File: src/rtl/snn_soc_pkg.sv
// Shared SoC sizing constants and the CIM macro model state type.
package snn_soc_pkg;
  localparam int NUM_INPUTS  = 64;
  localparam int NUM_OUTPUTS = 10;
  localparam int ADC_BITS    = 8;
  localparam int VAL_W       = 16;

  typedef enum logic [1:0] {
    ST_IDLE,
    ST_CIM,
    ST_ADC,
    ST_SCAN
  } cim_model_state_e;
endpackage

File: src/rtl/cim_col_value.sv
// Combinational column value generator: differential column pair values from
// the snapshotted popcount, saturated to the ADC range.
module cim_col_value
  import snn_soc_pkg::*;
#(
  parameter int P_NUM_OUTPUTS = NUM_OUTPUTS,
  parameter int P_ADC_BITS    = ADC_BITS,
  parameter int CH_W          = $clog2(2 * P_NUM_OUTPUTS)
) (
  input  logic [VAL_W-1:0]      pop,
  input  logic [CH_W-1:0]       channel,
  output logic [P_ADC_BITS-1:0] value
);
  localparam logic [VAL_W-1:0] MAX_V = VAL_W'((1 << P_ADC_BITS) - 1);
  localparam logic [VAL_W-1:0] NO_V  = VAL_W'(P_NUM_OUTPUTS);

  function automatic logic [P_ADC_BITS-1:0] sat(input logic [VAL_W-1:0] v);
    return (v > MAX_V) ? MAX_V[P_ADC_BITS-1:0] : v[P_ADC_BITS-1:0];
  endfunction

  logic [VAL_W-1:0] ch_w;
  logic [VAL_W-1:0] raw;

  always_comb begin
    ch_w = VAL_W'(channel);
    if (ch_w < NO_V) raw = (pop << 1) + ch_w;
    else             raw = (pop >> 1) + (ch_w - NO_V);
    value = sat(raw);
  end
endmodule

File: config.mk
export PLATFORM = sky130hd
export DESIGN_NAME = cim_col_value
export DESIGN_NICKNAME = d
export VERILOG_FILES = /design/src/rtl/snn_soc_pkg.sv /design/src/rtl/cim_col_value.sv
export SDC_FILE = /design/constraint.sdc
export NUM_CORES = 1
export LEC_CHECK = 0
export ABC_CLOCK_PERIOD_IN_PS = 5500
export CAP_MARGIN = 30
export CELL_PAD_IN_SITES_DETAIL_PLACEMENT = 2
export CELL_PAD_IN_SITES_GLOBAL_PLACEMENT = 2
export CORE_ASPECT_RATIO = 2
export CORE_MARGIN = 2
export CORE_UTILIZATION = 38
export DETAILED_ROUTE_END_ITERATION = 8
export DONT_BUFFER_PORTS = 1
export PLACE_DENSITY_LB_ADDON = 0.1
export SYNTH_ARGS = -nofsm -noshare
export SYNTH_HDL_FRONTEND = slang
export SYNTH_SLANG_ARGS = --single-unit
File: constraint.sdc
create_clock -name vclk -period 5.5
set_input_delay 0.825 -clock vclk [all_inputs]
set_output_delay 0.825 -clock vclk [all_outputs]
set_load 0.02 [all_outputs]
==> metrics.txt <==
initial antenna violation count=0; max-slew violations=0; fin crit period=5.03 ns; peak supply drop=0.0000391 V; Post-Syn Area per Cell=7.45 um^2; Hold Crit Start=channel[0]; Routed Antenna Nets=0; DR pass1 iterations=4; worst path required time=4.68 ns; M1 WL=1.48 mm; vias in the first global route=1582; GRT overflow=0; Seq/Total Area, Yosys=0%; register area=0 um^2; Net count, final=218; Hold Path Depth=3; status=finished clean; CP endpoint kind=output pin; fmax=0.199 GHz; Synth cell types=49; Placer Congestion=0.875; Fin. Hold Viols=0; WL met2=2.75 mm; clock buffer count=0; Ports=29; hold path endpoint=value[0]; Post-Route WL=4.41 mm; Rel. slew slack=53.0%; final setup TNS=0 ns; crit path DAT=4.21 ns; via count=1367; Pwr Density=113 nW/um^2; Core ar.=3340 um^2; Post-Synthesis Cells=175; Via density=6.67; Final setup viols=0; Syn Nets=218; DRT iter0 DRCs=12; Worst Setup Start Kind=input pin; largest net degree at the start of global routing=19; WL per Instance=21.5 um; worst hold path class=input pin to output pin; CTS resizes=0; Crit Path Class=input pin to output pin; synth-to-layout area growth=2.21%; DIE HEIGHT=86.8 um; full die area=3940 um^2; routed wl met3=76 um; first-pass GRT wire length=7.30 mm; warnings from Yosys=0; cell count after placement=205; sequential cell count=0; # DRC=0; highest metal used=met4; fraction of layout cells with a size suffix above 1=8.09%; max-cap violations=0; antenna fix cells=0; final core occ=39.9%; Tcrit/Tclk final=91.5%; die width=45.4 um; postcts setup bufs=0; Layout Cells excl Fill=205; row count=30; critical path fanouts, max=9; Worst Tran Pin Value=0.703 ns; HPWL after DPL=3.92 mm; Starting Density=39.0%; Buffers on Ports=0; mapped cell area=1300 um^2; GRT Util Overall=24.4%; Static Leakage=0.586 nW; unrepaired setup endpoints after global routing=false; Hold-fix buffers, CTS=0
[cells in the mapped netlist, types with 2 or more instances]
cell type,instances,area share (%)
ha_1,20,19
nor2_1,16,4.6
a21oi_1,13,5.0
nand2_1,12,3.5
xnor2_1,10,6.7
a21o_1,8,4.6
inv_1,8,2.3
o21ai_0,8,3.1
nand2b_1,7,3.4
nand3_1,7,2.7
xor2_1,7,4.7
a211o_1,6,4.0
mux2i_1,4,3.1
a21oi_2,3,2.0
o21ai_1,3,1.2
or3_1,3,1.4
and3_1,2,0.96
clkbuf_1,2,0.58
fa_1,2,3.1
nand3b_1,2,1.2
nor3_1,2,0.77
nor3b_1,2,1.2
or2_2,2,0.96
[metal layers]
| layer | GRT usage [%] | vias to the layer above |
|---|---|---|
| met4 | 4.55 | 0 |
| met5 | 0 | - |
| met2 | 52.0 | 29 |
| met1 | 22.7 | 675 |
| li1 | - | 655 |
| met3 | 1.25 | 8 |
[placed cells by master (no fill, tap or decap), types with 3 or more instances in the layout]
| master | synthesis | layout |
|---|---|---|
| a211o_1 | 6 | 6 |
| a21o_1 | 8 | 8 |
| a21oi_1 | 13 | 13 |
| a21oi_2 | 3 | 3 |
| ha_1 | 20 | 20 |
| inv_1 | 8 | 8 |
| mux2i_1 | 4 | 4 |
| nand2_1 | 12 | 12 |
| nand2b_1 | 7 | 7 |
| nand3_1 | 7 | 7 |
| nor2_1 | 16 | 16 |
| o21ai_0 | 8 | 8 |
| o21ai_1 | 3 | 3 |
| or3_1 | 3 | 3 |
| xnor2_1 | 10 | 10 |
| xor2_1 | 7 | 7 |
[where the power goes]
part	switching, W	total [W]	internal (W)	leakage, nW
sequential	0	0	0	0
clock	0	0	0	0
combinational	0.0000864	0.000151	0.0000646	0.586
[through the flow]
stage               worst slack (ns)  instance area, um^2  hold WS [ns]  total power (W)
floorplan                      0.931                 1300          1.95         0.000120
global placement               0.647                 1330          1.96         0.000144
detailed placement             0.456                 1330          1.97         0.000152
CTS                            0.455                 1330          1.97         0.000153
global route                   0.195                 1330          1.99         0.000169
finish                         0.467                 1330          1.97         0.000151
[cell type report]
cell class         instances  area, um^2
well taps                 32        40.0
repair buffers             1        7.51
multi-input cells        164        1250
inverters                  8        30.0
fillers                  403        2010
[critical path, stage by stage]
cell,delay [ns]
inv_1,0.07
ha_1,0.20
nor2b_1,0.08
nor2_1,0.54
ha_1,0.44
a21o_4,0.28
a21oi_4,0.19
o221ai_2,0.12
nor4_1,0.42
nand3_1,0.15
nor4b_2,0.26
a31oi_2,0.23
a311o_1,0.42
[kinds of logic after synthesis]
logic type                 Yosys count  synth area share (%)
and+or+nand+nor                     63                  25.6
adders and majority gates           22                  22.3
buffers and inverters               11                  3.74
xor gates and xnor gates            17                  11.4
AOI/OAI and AO/OA                   58                  33.9
muxes                                4                  3.07
[how the worst max path moves through the flow]
| stage | start | slack, ns | end | cells past startpoint |
|---|---|---|---|---|
| after detailed placement | channel[1] | 0.46 | value[6] | 13 |
| after CTS | channel[1] | 0.45 | value[6] | 13 |
| final | channel[1] | 0.47 | value[6] | 13 |
| after global routing | channel[1] | 0.20 | value[6] | 13 |
| after floorplan | channel[1] | 0.93 | value[6] | 14 |
| after global placement | channel[1] | 0.65 | value[6] | 13 |
Power figures use the tool's default switching activity.
